### config.mk
export PLATFORM = sky130hd
export DESIGN_NAME = mult_div_unit_flat
export DESIGN_NICKNAME = d
export VERILOG_FILES = /design/src/rtl/mult_div_unit_if.sv /design/src/rtl/mult_div_unit.sv /design/src/flat_wrapper.sv
export SDC_FILE = /design/constraint.sdc
export NUM_CORES = 1
export LEC_CHECK = 0
export BUFFER_PORTS_ARGS = -buffer_cell sky130_fd_sc_hd__buf_2
export CAP_MARGIN = 20
export CORE_MARGIN = 3
export CORE_UTILIZATION = 65
export CTS_CLUSTER_DIAMETER = 120
export DETAILED_ROUTE_END_ITERATION = 10
export PLACE_DENSITY = 0.9
export SETUP_SLACK_MARGIN = 0.15
export SKIP_LAST_GASP = 1
export SLEW_MARGIN = 20
export SYNTH_ARGS = -nofsm -noshare
export SYNTH_HDL_FRONTEND = slang
export SYNTH_SLANG_ARGS = --single-unit
### constraint.sdc
create_clock -name clk -period 7.7 [get_ports clk]
set_input_delay 1.155 -clock clk [delete_from_list [all_inputs] [get_ports clk]]
set_output_delay 1.155 -clock clk [all_outputs]
set_load 0.01 [all_outputs]
### src/rtl/mult_div_unit_if.sv
// Handshake and HI/LO bus between the execute-stage control and the multiply/divide unit.
interface mult_div_unit_if #(
  parameter int unsigned WIDTH = 32
);
  logic             start;
  logic [1:0]       op;
  logic [WIDTH-1:0] a;
  logic [WIDTH-1:0] b;
  logic             abort;
  logic             hi_we;
  logic             lo_we;
  logic [WIDTH-1:0] wdata;
  logic             busy;
  logic             done;
  logic [WIDTH-1:0] hi;
  logic [WIDTH-1:0] lo;

  modport master (
    output start, op, a, b, abort, hi_we, lo_we, wdata,
    input  busy, done, hi, lo
  );

  modport slave (
    input  start, op, a, b, abort, hi_we, lo_we, wdata,
    output busy, done, hi, lo
  );
endinterface

### src/rtl/mult_div_unit.sv
// Iterative MULT/MULTU/DIV/DIVU unit: one shift-add or restoring-divide step per cycle,
// sign fix-up in a final cycle, results held in the architectural HI/LO registers.
module mult_div_unit #(
  parameter int unsigned WIDTH = 32
) (
  input logic           clk,
  input logic           n_rst,
  mult_div_unit_if.slave bus
);
  localparam int unsigned CNT_W = $clog2(WIDTH);
  localparam int unsigned SUM_W = WIDTH + 1;

  typedef enum logic [1:0] {
    IDLE = 2'd0,
    CALC = 2'd1,
    FIX  = 2'd2
  } state_t;

  state_t           state;
  logic [CNT_W-1:0] cnt;
  logic             div_q;
  logic             neg_q;
  logic             neg_r;
  logic [WIDTH-1:0] rem;
  logic [WIDTH-1:0] quo;
  logic [WIDTH-1:0] mag_b;
  logic             busy_q;
  logic             done_q;
  logic [WIDTH-1:0] hi_q;
  logic [WIDTH-1:0] lo_q;

  // Operand conditioning at start. A divide by zero keeps a raw so the remainder
  // naturally ends up as a, and suppresses any sign correction.
  logic             a_neg;
  logic             b_neg;
  logic             div_zero;
  logic [WIDTH-1:0] mag_a_c;
  logic [WIDTH-1:0] mag_b_c;

  always_comb begin
    a_neg    = bus.a[WIDTH-1] & ~bus.op[0];
    b_neg    = bus.b[WIDTH-1] & ~bus.op[0];
    div_zero = bus.op[1] & (bus.b == '0);
    mag_a_c  = (a_neg & ~div_zero) ? -bus.a : bus.a;
    mag_b_c  = b_neg ? -bus.b : bus.b;
  end

  // Shared adder: P + |b| for multiply, shifted R - |b| for divide.
  logic [WIDTH:0] rem_sh;
  logic [WIDTH:0] add_x;
  logic [WIDTH:0] add_y;
  logic           add_cin;
  logic [WIDTH:0] add_sum;
  logic [WIDTH:0] p_next;

  always_comb begin
    rem_sh  = {rem, quo[WIDTH-1]};
    add_x   = {1'b0, rem};
    add_y   = {1'b0, mag_b};
    add_cin = 1'b0;
    if (div_q) begin
      add_x   = rem_sh;
      add_y   = ~{1'b0, mag_b};
      add_cin = 1'b1;
    end
    add_sum = add_x + add_y + SUM_W'(add_cin);
    p_next  = quo[0] ? add_sum : {1'b0, rem};
  end

  // Final sign correction for both product and quotient/remainder.
  logic [2*WIDTH-1:0] prod;
  logic [2*WIDTH-1:0] prod_fix;
  logic [WIDTH-1:0]   quo_fix;
  logic [WIDTH-1:0]   rem_fix;

  always_comb begin
    prod     = {rem, quo};
    prod_fix = neg_q ? -prod : prod;
    quo_fix  = neg_q ? -quo : quo;
    rem_fix  = neg_r ? -rem : rem;
  end

  always_ff @(posedge clk or negedge n_rst) begin
    if (!n_rst) begin
      state  <= IDLE;
      cnt    <= '0;
      div_q  <= 1'b0;
      neg_q  <= 1'b0;
      neg_r  <= 1'b0;
      rem    <= '0;
      quo    <= '0;
      mag_b  <= '0;
      busy_q <= 1'b0;
      done_q <= 1'b0;
      hi_q   <= '0;
      lo_q   <= '0;
    end else begin
      done_q <= 1'b0;
      case (state)
        IDLE: begin
          if (bus.hi_we) hi_q <= bus.wdata;
          if (bus.lo_we) lo_q <= bus.wdata;
          if (bus.start) begin
            state  <= CALC;
            busy_q <= 1'b1;
            cnt    <= '0;
            div_q  <= bus.op[1];
            neg_q  <= (a_neg ^ b_neg) & ~div_zero;
            neg_r  <= a_neg & ~div_zero;
            rem    <= '0;
            quo    <= mag_a_c;
            mag_b  <= mag_b_c;
          end
        end
        CALC: begin
          if (bus.abort) begin
            state  <= IDLE;
            busy_q <= 1'b0;
          end else begin
            if (div_q) begin
              // Restoring step: a clear sign bit means the trial subtraction fit.
              if (!add_sum[WIDTH]) begin
                rem <= add_sum[WIDTH-1:0];
                quo <= {quo[WIDTH-2:0], 1'b1};
              end else begin
                rem <= rem_sh[WIDTH-1:0];
                quo <= {quo[WIDTH-2:0], 1'b0};
              end
            end else begin
              rem <= p_next[WIDTH:1];
              quo <= {p_next[0], quo[WIDTH-1:1]};
            end
            cnt <= cnt + CNT_W'(1);
            if (cnt == CNT_W'(WIDTH - 1)) state <= FIX;
          end
        end
        FIX: begin
          state  <= IDLE;
          busy_q <= 1'b0;
          if (!bus.abort) begin
            done_q <= 1'b1;
            if (div_q) begin
              hi_q <= rem_fix;
              lo_q <= quo_fix;
            end else begin
              hi_q <= prod_fix[2*WIDTH-1:WIDTH];
              lo_q <= prod_fix[WIDTH-1:0];
            end
          end
        end
        default: begin
          state  <= IDLE;
          busy_q <= 1'b0;
        end
      endcase
    end
  end

  assign bus.busy = busy_q;
  assign bus.done = done_q;
  assign bus.hi   = hi_q;
  assign bus.lo   = lo_q;
endmodule

### src/flat_wrapper.sv
// flat-port wrapper written by rule: the top's interface ports become plain ports
module mult_div_unit_flat 
#(
  parameter int unsigned WIDTH = 32
)
  (clk, n_rst, bus_start, bus_op, bus_a, bus_b, bus_abort, bus_hi_we, bus_lo_we, bus_wdata, bus_busy, bus_done, bus_hi, bus_lo);
  mult_div_unit_if #(.WIDTH(WIDTH)) bus_i ();
  input logic clk;
  input logic n_rst;
  input wire logic [$bits(bus_i.start)-1:0] bus_start;
  input wire logic [$bits(bus_i.op)-1:0] bus_op;
  input wire logic [$bits(bus_i.a)-1:0] bus_a;
  input wire logic [$bits(bus_i.b)-1:0] bus_b;
  input wire logic [$bits(bus_i.abort)-1:0] bus_abort;
  input wire logic [$bits(bus_i.hi_we)-1:0] bus_hi_we;
  input wire logic [$bits(bus_i.lo_we)-1:0] bus_lo_we;
  input wire logic [$bits(bus_i.wdata)-1:0] bus_wdata;
  output wire logic [$bits(bus_i.busy)-1:0] bus_busy;
  output wire logic [$bits(bus_i.done)-1:0] bus_done;
  output wire logic [$bits(bus_i.hi)-1:0] bus_hi;
  output wire logic [$bits(bus_i.lo)-1:0] bus_lo;
  assign bus_i.start = bus_start;
  assign bus_i.op = bus_op;
  assign bus_i.a = bus_a;
  assign bus_i.b = bus_b;
  assign bus_i.abort = bus_abort;
  assign bus_i.hi_we = bus_hi_we;
  assign bus_i.lo_we = bus_lo_we;
  assign bus_i.wdata = bus_wdata;
  assign bus_busy = bus_i.busy;
  assign bus_done = bus_i.done;
  assign bus_hi = bus_i.hi;
  assign bus_lo = bus_i.lo;
  mult_div_unit #(.WIDTH(WIDTH)) u_core (.clk(clk), .n_rst(n_rst), .bus(bus_i));
endmodule
==> flow_summary.yaml, run 1 <==
timing:
  fin_setup_tns_ns: 0
  tightest_slew_ns: 1.08
  finalHoldViolations: 0
  finalCritPeriodShare_pct: 62.4
  rsz0062_at_grt: "no"
  finalSetupViolCount: 0
  maxSlewViolCount: 0
  max_slew_margin_pct: 28.0
  hold_ws_ns: 0.476
  worst_slack_ns: 2.90
  max_clock_freq_ghz: 0.208
  period_needed_ns: 4.80
  fin_skew_ns: 0.0110
setup_path:
  path_delay_family: "compound AO/OA/AOI/OAI gates"
  cp-startpoint: "u_core.div_q"
  max_stage_delay_ns: 0.97
  start_kind: "flip-flop"
  worstPathBufferInverterCount: 2
  worstSetupPathType: "reg2reg"
  regToRegStartpoint: "u_core.div_q"
  cp.arrival_ns: 5.14
  cp-end-kind: "flip-flop"
  crit_slowest_cell: "dfrtp_4"
  path_max_fanout: 62
  path_cells: "buf_4 > mux2_2 > ha_1 > a21oi_1 > o21a_1 > o31a_1 > o221ai_2 > a221oi_4 > xnor2_2 > buf_4 > mux2_2 > a221o_1"
  critPathRequiredTime_ns: 8.03
min_path:
  hold_class: "reg2reg"
  worstHoldStart: "u_core.bus.hi[6]"
die:
  rows: 53
  die_h_um: 154
  initial_core_util_pct: 66.8
  coreArea_um2: 21200
  die_area_um2: 23600
  io_pins: 170
  die_width_um: 154
place:
  routabilityCongestion: 0.995
  dpl_cell_area_um2: 14900
  preCtsSetupSlack_ns: 2.94
  portBuffers: 169
  dp_cells: 2081
  dp_hpwl_um: 33100
clock_network:
  cts_tree: "built"
  cts_hold_buf: 0
  cts_num_sinks: 172
  htreeDepth: 4
  postCtsSetupBuffers: 0
  clk_latency_ns: 0.45
  clock_path_buffers: 2
  cts.clk_slew.worst_paths_ns: 0.08
  root_buffer: "clkbuf_16"
  cts.repair.resized: 0
  cts_buffers: 17
logic_synthesis:
  ys_warn_count: 0
  synth_cells: 1766
  synthDistinctLibCells: 81
  synth_nets: 1908
  yosysSeqAreaShare_pct: 30.4
  yosys-top-cells-count: "nand2_1 (236), dfrtp_1 (172), o21ai_0 (164), nor2_1 (123), a21oi_1 (118)"
  synth_flop_cell: "dfrtp_1"
  synth_most_common_cell: "nand2_1"
  yosys.area.top_type_share_pct: 30.4
  syn_area_um2: 14200
  yosysTopAreaCell: "dfrtp_1"
  synth_area_per_cell_um2: 8.02
  synth_area_leaders: "dfrtp_1 (30%), nand2_1 (6.3%), o21ai_0 (5.8%)"
  ys_async_sr_fraction_pct: 100
  synth_edf_count: 0
  ys_ff_latch: 172
global_routing:
  gr-usage-met1_pct: 52.5
  grt_use_met3_pct: 8.08
  grt_usage_pct: 36.7
  use_met2_pct: 54.7
  grt_pass1_wl_um: 70600
  first_global_vias: 13100
  antenna_found_initial: 0
  grt-ovfl-total: 0
  busiest_layer: "met2"
  grt_max_degree: 97
finish:
  fillers: 1630
  final_util_pct: 73.2
  final_cell_area_um2: 15500
  antennaDiodeCount: 0
  drive_above_1_share_pct: 15.3
  final_cells: 2113
  syn_to_final_growth_pct: 9.73
  multi_input_area_um2: 9210
  fin_nets: 1967
  ff_latch_area_um2: 4310
power_and_ir_drop:
  leakage_nw: 6.77
  power.density_nw_per_um2: 394
  pwr-share-clk_pct: 14.8
  p_sw_mw: 3.12
  swShare_pct: 50.9
  power.internal_mw: 3.01
  p_seq_share_pct: 27.5
  pwr-share-comb_pct: 57.8
  ir_worst_vdd_mv: 0.256
  power_mw: 6.13
drt:
  via_count: 14000
  viasPerCell: 6.65
  ant_nets: 0
  first_iter_violations: 1434
  avgRoutedWirePerCell_um: 21.0
  routed_wl_um: 44300
  first_pass_iters: 6
  drc: 0
status:
  status: "completed"
flow_run:
  cap_violations: 0
## path summary, 6_finish.rpt
| kind | slack, ns | cells past startpoint | endpoint |
|---|---|---|---|
| min in group asynchronous | 0.74 | 1 | u_core.bus.done |
| max | 2.90 | 12 | u_core.rem[18] |
| max in group asynchronous | 5.43 | 2 | u_core.quo[14] |
| max reg2reg | 2.90 | 12 | u_core.rem[18] |
| min reg2reg | 0.48 | 2 | u_core.bus.hi[6] |
| min | 0.48 | 2 | u_core.bus.hi[6] |
## worst register-to-register path, delay by kind of cell, from the launching register on
kind / cells / cell delay [ns]
AOI/OAI and AO/OA: 6 / 1.40
DFF: 1 / 0.97
buffers and inverters: 2 / 0.97
muxes: 2 / 0.81
adders and majority gates: 1 / 0.40
xor gates and xnor gates: 1 / 0.14
## sequential cells by signal, summed over array words and instances (netlist names), 2 cells and up
| register | flops |
|---|---|
| u_core.bus.hi | 32 |
| u_core.mag_b | 32 |
| u_core.state | 2 |
| u_core.rem | 32 |
| u_core.cnt | 5 |
| u_core.quo | 32 |
| u_core.bus.lo | 32 |
## placed cells by master, fill, tap and decap left out, types with 15 or more instances in the layout
cell type  netlist  routed
xnor2_1         85      84
inv_1           32      32
a21oi_1        118     117
nand2_1        236     236
clkbuf_16        0      17
o31ai_1         40      40
ha_1            37      37
nor4_1          16      16
buf_2            7     168
mux2i_1         74      74
buf_4            3      15
dfrtp_1        172     171
o21ai_0        164     164
nand2b_1        17      16
o211ai_1        17      17
a21o_1          17      17
a31oi_1         22      22
or3_1           24      24
o221ai_1        22      22
nor2_1         123     122
xor2_1          89      89
nor3_1          44      44
nand3_1         31      31
mux2_2          31      31
## logic make-up after synthesis
family,count (synthesis),share of synthesized area [%]
AND/OR/NAND/NOR,587,19.8
buffers and inverters,176,4.86
adder cells (fa/ha/maj),38,3.41
flip-flops,172,30.4
multiplexers,105,7.69
AO/OA/AOI/OAI,514,23.1
XOR/XNOR,174,10.8
## power groups by stage
stage | sequential, mW | combinational [mW] | clock, mW
CTS | 1.64 | 3.46 | 0.897
global route | 1.71 | 3.87 | 0.939
finish | 1.68 | 3.54 | 0.905
detailed placement | 1.66 | 3.43 | 0
global placement | 1.65 | 3.37 | 0
floorplan | 1.36 | 2.80 | 0
## metal layers
metal | vias to the layer above | share of wire [%] | wire length, um
li1 | 6475 | - | -
met1 | 6570 | 41 | 18100
met2 | 867 | 44 | 19300
met3 | 131 | 12 | 5200
met4 | 0 | 3.9 | 1710
met5 | - | 0 | 0
## final cells by class
| cell class | instances | share of cell area, % |
|---|---|---|
| clock inverter | 14 | 1.10 |
| multi-input combinational | 1418 | 59.2 |
| clock buffer | 18 | 2.76 |
| tap | 275 | 2.21 |
| inverter | 32 | 0.773 |
| sequential | 172 | 27.7 |
| timing repair buffer | 184 | 6.21 |
No activity file was read; power rests on OpenSTA's default activity.
==> run 2: changes to the inputs <==
--- a/config.mk
+++ b/config.mk
@@ -8,10 +8,10 @@
 export BUFFER_PORTS_ARGS = -buffer_cell sky130_fd_sc_hd__buf_2
 export CAP_MARGIN = 20
 export CORE_MARGIN = 3
-export CORE_UTILIZATION = 65
+export CORE_UTILIZATION = 54
 export CTS_CLUSTER_DIAMETER = 120
 export DETAILED_ROUTE_END_ITERATION = 10
-export PLACE_DENSITY = 0.9
+export PLACE_DENSITY = 0.8
 export SETUP_SLACK_MARGIN = 0.15
 export SKIP_LAST_GASP = 1
 export SLEW_MARGIN = 20
==> constraint.sdc (replaced) <==
create_clock -name clk -period 4.3 [get_ports clk]
set_input_delay 0.645 -clock clk [delete_from_list [all_inputs] [get_ports clk]]
set_output_delay 0.645 -clock clk [all_outputs]
set_load 0.01 [all_outputs]
==> flow_summary.yaml, run 2 (synthesized netlist as in run 1, its figures left out) <==
timing:
  max_slew_margin_pct: 28.8
  finalSetupViolCount: 0
  max_clock_freq_ghz: 0.244
  period_needed_ns: 4.10
  finalCritPeriodShare_pct: 95.4
  rsz0062_at_grt: "no"
  tightest_slew_ns: 1.07
  finalHoldViolations: 0
  fin_setup_tns_ns: 0
  fin_skew_ns: 0.0118
  maxSlewViolCount: 0
global_routing:
  grt_max_degree: 91
  antenna_found_initial: 0
  first_global_vias: 12900
  grt_usage_pct: 30.4
  grt-ovfl-total: 0
  grt_pass1_wl_um: 69700
die:
  die_width_um: 168
  coreArea_um2: 25500
  die_area_um2: 28200
  rows: 58
  die_h_um: 168
  initial_core_util_pct: 55.6
  io_pins: 170
setup_path:
  worstPathBufferInverterCount: 2
  worstSetupPathType: "reg2reg"
  crit_slowest_cell: "dfrtp_4"
  crit_cells: 13
  cp-end-kind: "flip-flop"
  critPathRequiredTime_ns: 4.63
  ff2ff_path_depth: 13
  cpMostUsedCell: "a211oi_2"
  start_kind: "flip-flop"
  max_stage_delay_ns: 0.60
  path_cells: "buf_8 > a21oi_1 > nor2_1 > fa_1 > a211oi_2 > o211ai_1 > a211oi_2 > buf_4 > o221ai_2 > a221oi_4 > xnor2_2 > mux2_2 > a221o_1"
  cp.arrival_ns: 4.43
  path_delay_family: "compound AO/OA/AOI/OAI gates"
  path_max_fanout: 16
finish:
  multi_input_area_um2: 9210
  ff_latch_area_um2: 4310
  syn_to_final_growth_pct: 12.7
  drive_above_1_share_pct: 17.3
  final_cell_area_um2: 16000
  fillers: 2196
  final_common_cell: "nand2_1"
  fin_nets: 2008
  antennaDiodeCount: 0
  final_cell_mix: "nand2_1 (236), dfrtp_1 (171), buf_2 (168)"
drt:
  viasPerCell: 6.35
  first_pass_iters: 6
  drc: 0
  avgRoutedWirePerCell_um: 20.1
  routed_wl_um: 44400
  via_count: 14000
  ant_nets: 0
  first_iter_violations: 1746
clock_network:
  cts.clk_slew.worst_paths_ns: 0.08
  cts_num_sinks: 172
  cts_hold_buf: 0
  root_buffer: "clkbuf_16"
  cts_buffers: 17
  cts_tree: "built"
  htreeDepth: 4
  clk_latency_ns: 0.45
  clock_path_buffers: 2
place:
  dpl_cell_area_um2: 15300
  routabilityCongestion: 0.952
  portBuffers: 169
  dp_hpwl_um: 33900
min_path:
  hold_class: "in2async"
power_and_ir_drop:
  power.density_nw_per_um2: 706
  ir_worst_vdd_mv: 0.350
  leakage_nw: 6.98
flow_run:
  cap_violations: 0
status:
  status: "completed"
## run 2: final cells by class
| type | count | share of cell area, % |
|---|---|---|
| Multi-Input combinational cell | 1418 | 57.7 |
| Sequential cell | 172 | 27.0 |
| Timing Repair Buffer | 225 | 8.20 |
| Clock buffer | 17 | 2.66 |
| Tap cell | 330 | 2.59 |
| Clock inverter | 15 | 1.13 |
| Inverter | 32 | 0.752 |
## run 2: worst paths after layout
path | from | end | slack (ns)
max in group asynchronous | n_rst | u_core.bus.hi[20] | 3.10
hold / removal | n_rst | u_core.quo[18] | 0.26
hold reg to reg | u_core.bus.lo[16] | u_core.bus.lo[16] | 0.48
setup / recovery | u_core.div_q | u_core.rem[18] | 0.20
setup reg to reg | u_core.div_q | u_core.rem[18] | 0.20
min in group clk | bus_op[0] | u_core.neg_q | 0.44
## run 2: stage by stage
step	hold WS [ns]	power, mW	std cells	utilization, %	worst slack, ns
after floorplan	0.349	7.45	1766	-	0.175
after global placement	0.455	9.19	2174	60.2	0.385
after detailed placement	0.461	9.38	2174	60.2	0.262
after CTS	0.292	11.0	2206	62.5	0.244
after global routing	0.326	12.0	2209	62.7	0.0727
final	0.260	11.3	2209	62.7	0.200
## run 2: power breakdown
group | internal (mW) | total, mW | switching [mW]
Clock | 0.789 | 1.62 | 0.827
Sequential | 2.07 | 2.85 | 0.786
Combinational | 2.77 | 6.80 | 4.03
Total | 5.62 | 11.3 | 5.65
## run 2: what timing repair did
action	4_1_cts	5_1_grt
setup buffers	0	3
endpoints found under the hold margin	0	0
endpoints found under the setup margin	0	22
gates resized for setup	0	2
## run 2: metal layers
layer | routed length, um | global-route usage [%] | vias to the layer above
met5 | 0 | 0 | -
met4 | 1540 | 11.5 | 0
met3 | 4260 | 5.75 | 91
met2 | 19400 | 45.8 | 799
met1 | 19200 | 43.4 | 6569
li1 | - | - | 6568
==> run 3: changes to the inputs <==
--- a/config.mk
+++ b/config.mk
@@ -7,11 +7,13 @@
 export LEC_CHECK = 0
 export BUFFER_PORTS_ARGS = -buffer_cell sky130_fd_sc_hd__buf_2
 export CAP_MARGIN = 20
+export CELL_PAD_IN_SITES_DETAIL_PLACEMENT = 1
+export CELL_PAD_IN_SITES_GLOBAL_PLACEMENT = 1
 export CORE_MARGIN = 3
-export CORE_UTILIZATION = 54
+export CORE_UTILIZATION = 40
 export CTS_CLUSTER_DIAMETER = 120
 export DETAILED_ROUTE_END_ITERATION = 10
-export PLACE_DENSITY = 0.8
+export PLACE_DENSITY = 0.79
 export SETUP_SLACK_MARGIN = 0.15
 export SKIP_LAST_GASP = 1
 export SLEW_MARGIN = 20
==> flow_summary.yaml, run 3 (synthesized netlist as in run 1, its figures left out) <==
finish:
  antennaDiodeCount: 0
  final_util_pct: 46.6
  multi_input_area_um2: 9240
  fillers: 4239
  drive_above_1_share_pct: 17.5
  ff_latch_area_um2: 4310
  final_cell_mix: "nand2_1 (236), dfrtp_1 (171), buf_2 (168)"
  final_cells: 2335
  syn_to_final_growth_pct: 14.1
  final_cell_area_um2: 16200
  final_common_cell: "nand2_1"
  fin_nets: 2011
power_and_ir_drop:
  power.density_nw_per_um2: 725
  ir_worst_vdd_mv: 0.386
  leakage_nw: 7.01
timing:
  max_slew_margin_pct: 24.1
  finalHoldViolations: 0
  rsz0062_at_grt: "no"
  maxSlewViolCount: 0
  finalSetupViolCount: 0
  tightest_slew_ns: 1.13
  period_needed_ns: 3.98
  finalCritPeriodShare_pct: 92.6
  fin_skew_ns: 0.0112
  max_clock_freq_ghz: 0.251
  fin_setup_tns_ns: 0
  hold_ws_ns: 0.314
global_routing:
  grt-ovfl-total: 0
  antenna_found_initial: 0
  grt_usage_pct: 26.7
  first_global_vias: 14200
  grt_max_degree: 91
  grt_pass1_wl_um: 81000
die:
  die_area_um2: 37700
  io_pins: 170
  die_h_um: 194
  coreArea_um2: 34700
  rows: 68
  initial_core_util_pct: 40.8
  die_width_um: 194
flow_run:
  cap_violations: 0
setup_path:
  cp-end-kind: "flip-flop"
  start_kind: "flip-flop"
  path_cells: "buf_6 > nand2_1 > o21ai_0 > fa_2 > a211oi_2 > o211ai_1 > a211oi_2 > buf_4 > o221ai_2 > a221oi_4 > xnor2_4 > buf_4 > or3_1 > a32o_1"
  cp.arrival_ns: 4.33
  worstSetupPathType: "reg2reg"
  path_max_fanout: 17
  max_stage_delay_ns: 0.59
  critPathRequiredTime_ns: 4.64
  crit_slowest_cell: "dfrtp_4"
clock_network:
  cts.clk_slew.worst_paths_ns: 0.08
  htreeDepth: 4
  cts_num_sinks: 172
  clk_latency_ns: 0.45
  root_buffer: "clkbuf_16"
  cts_buffers: 17
  clock_path_buffers: 2
  cts_tree: "built"
  cts_hold_buf: 0
drt:
  viasPerCell: 6.04
  first_pass_iters: 5
  first_iter_violations: 1124
  avgRoutedWirePerCell_um: 22.2
  drc: 0
  via_count: 14100
  ant_nets: 0
  routed_wl_um: 51900
status:
  status: "completed"
place:
  dp_cells: 2302
  routabilityCongestion: 0.911
  portBuffers: 169
  dp_hpwl_um: 39500
  dpl_cell_area_um2: 15500
min_path:
  hold_class: "in2async"
## run 3: cell count changes in the layout (fill, tap and decap cells not counted), moves of 2 or more
| cell | change |
|---|---|
| bufinv_16 | +3 |
| buf_4 | +4 |
| clkinvlp_4 | -3 |
| inv_6 | +2 |
| clkinv_8 | -5 |
## run 3: where the power goes
group	internal [mW]	switching, mW	total, mW	leakage, nW
clock	0.947	0.755	1.70	0.304
combinational	2.83	4.31	7.14	4.59
sequential	2.07	0.807	2.88	2.11
## run 3: critical path: cells and delay by family (launching register included)
family          cells  cell delay (ns)
fa+ha+maj           1             0.44
compound gates      7             1.68
simple gates        2             0.39
xor+xnor            1             0.17
buf+inv             3             0.58
flops               1             0.59
## run 3: cell type report
type                            count  area share (%)
Multi-Input combinational cell   1418            57.1
Timing Repair Buffer              228            8.13
Clock buffer                       18            2.72
Clock inverter                     12            1.09
Inverter                           32           0.743
Sequential cell                   172            26.6
Tap cell                          455            3.52
## run 3: timing repair
item | CTS | global route
buffers inserted | 0 | 3
endpoints found under the setup margin | 0 | 28
gates resized for setup | 0 | 4
## run 3: per-layer routing
layer | part of all wire [%] | routed length (um) | track usage (%) | up-vias
met5 | 0 | 0 | 0 | -
met4 | 3.4 | 1780 | 9.44 | 0
met3 | 5.9 | 3080 | 3.44 | 94
met2 | 46 | 23700 | 42.4 | 510
met1 | 45 | 23400 | 37.4 | 6942
li1 | - | - | - | 6553
## run 3: path summary, 6_finish.rpt
path | start | endpoint | slack (ns) | cells past startpoint
max in group asynchronous | n_rst | u_core.mag_b[5] | 3.00 | 2
min reg2reg | u_core.bus.lo[13] | u_core.bus.lo[13] | 0.48 | 2
min in group clk | bus_op[0] | u_core.neg_q | 0.43 | 2
min | n_rst | u_core.bus.hi[8] | 0.31 | 1
max | u_core.div_q | u_core.rem[15] | 0.32 | 14
max reg2reg | u_core.div_q | u_core.rem[15] | 0.32 | 14
## run 3: metrics by stage
stage | power [mW] | setup WS, ns
2_1_floorplan | 7.45 | 0.175
3_3_place_gp | 9.49 | 0.404
3_5_place_dp | 9.76 | 0.193
4_1_cts | 11.5 | 0.168
5_1_grt | 12.5 | 0.133
6_report | 11.7 | 0.318
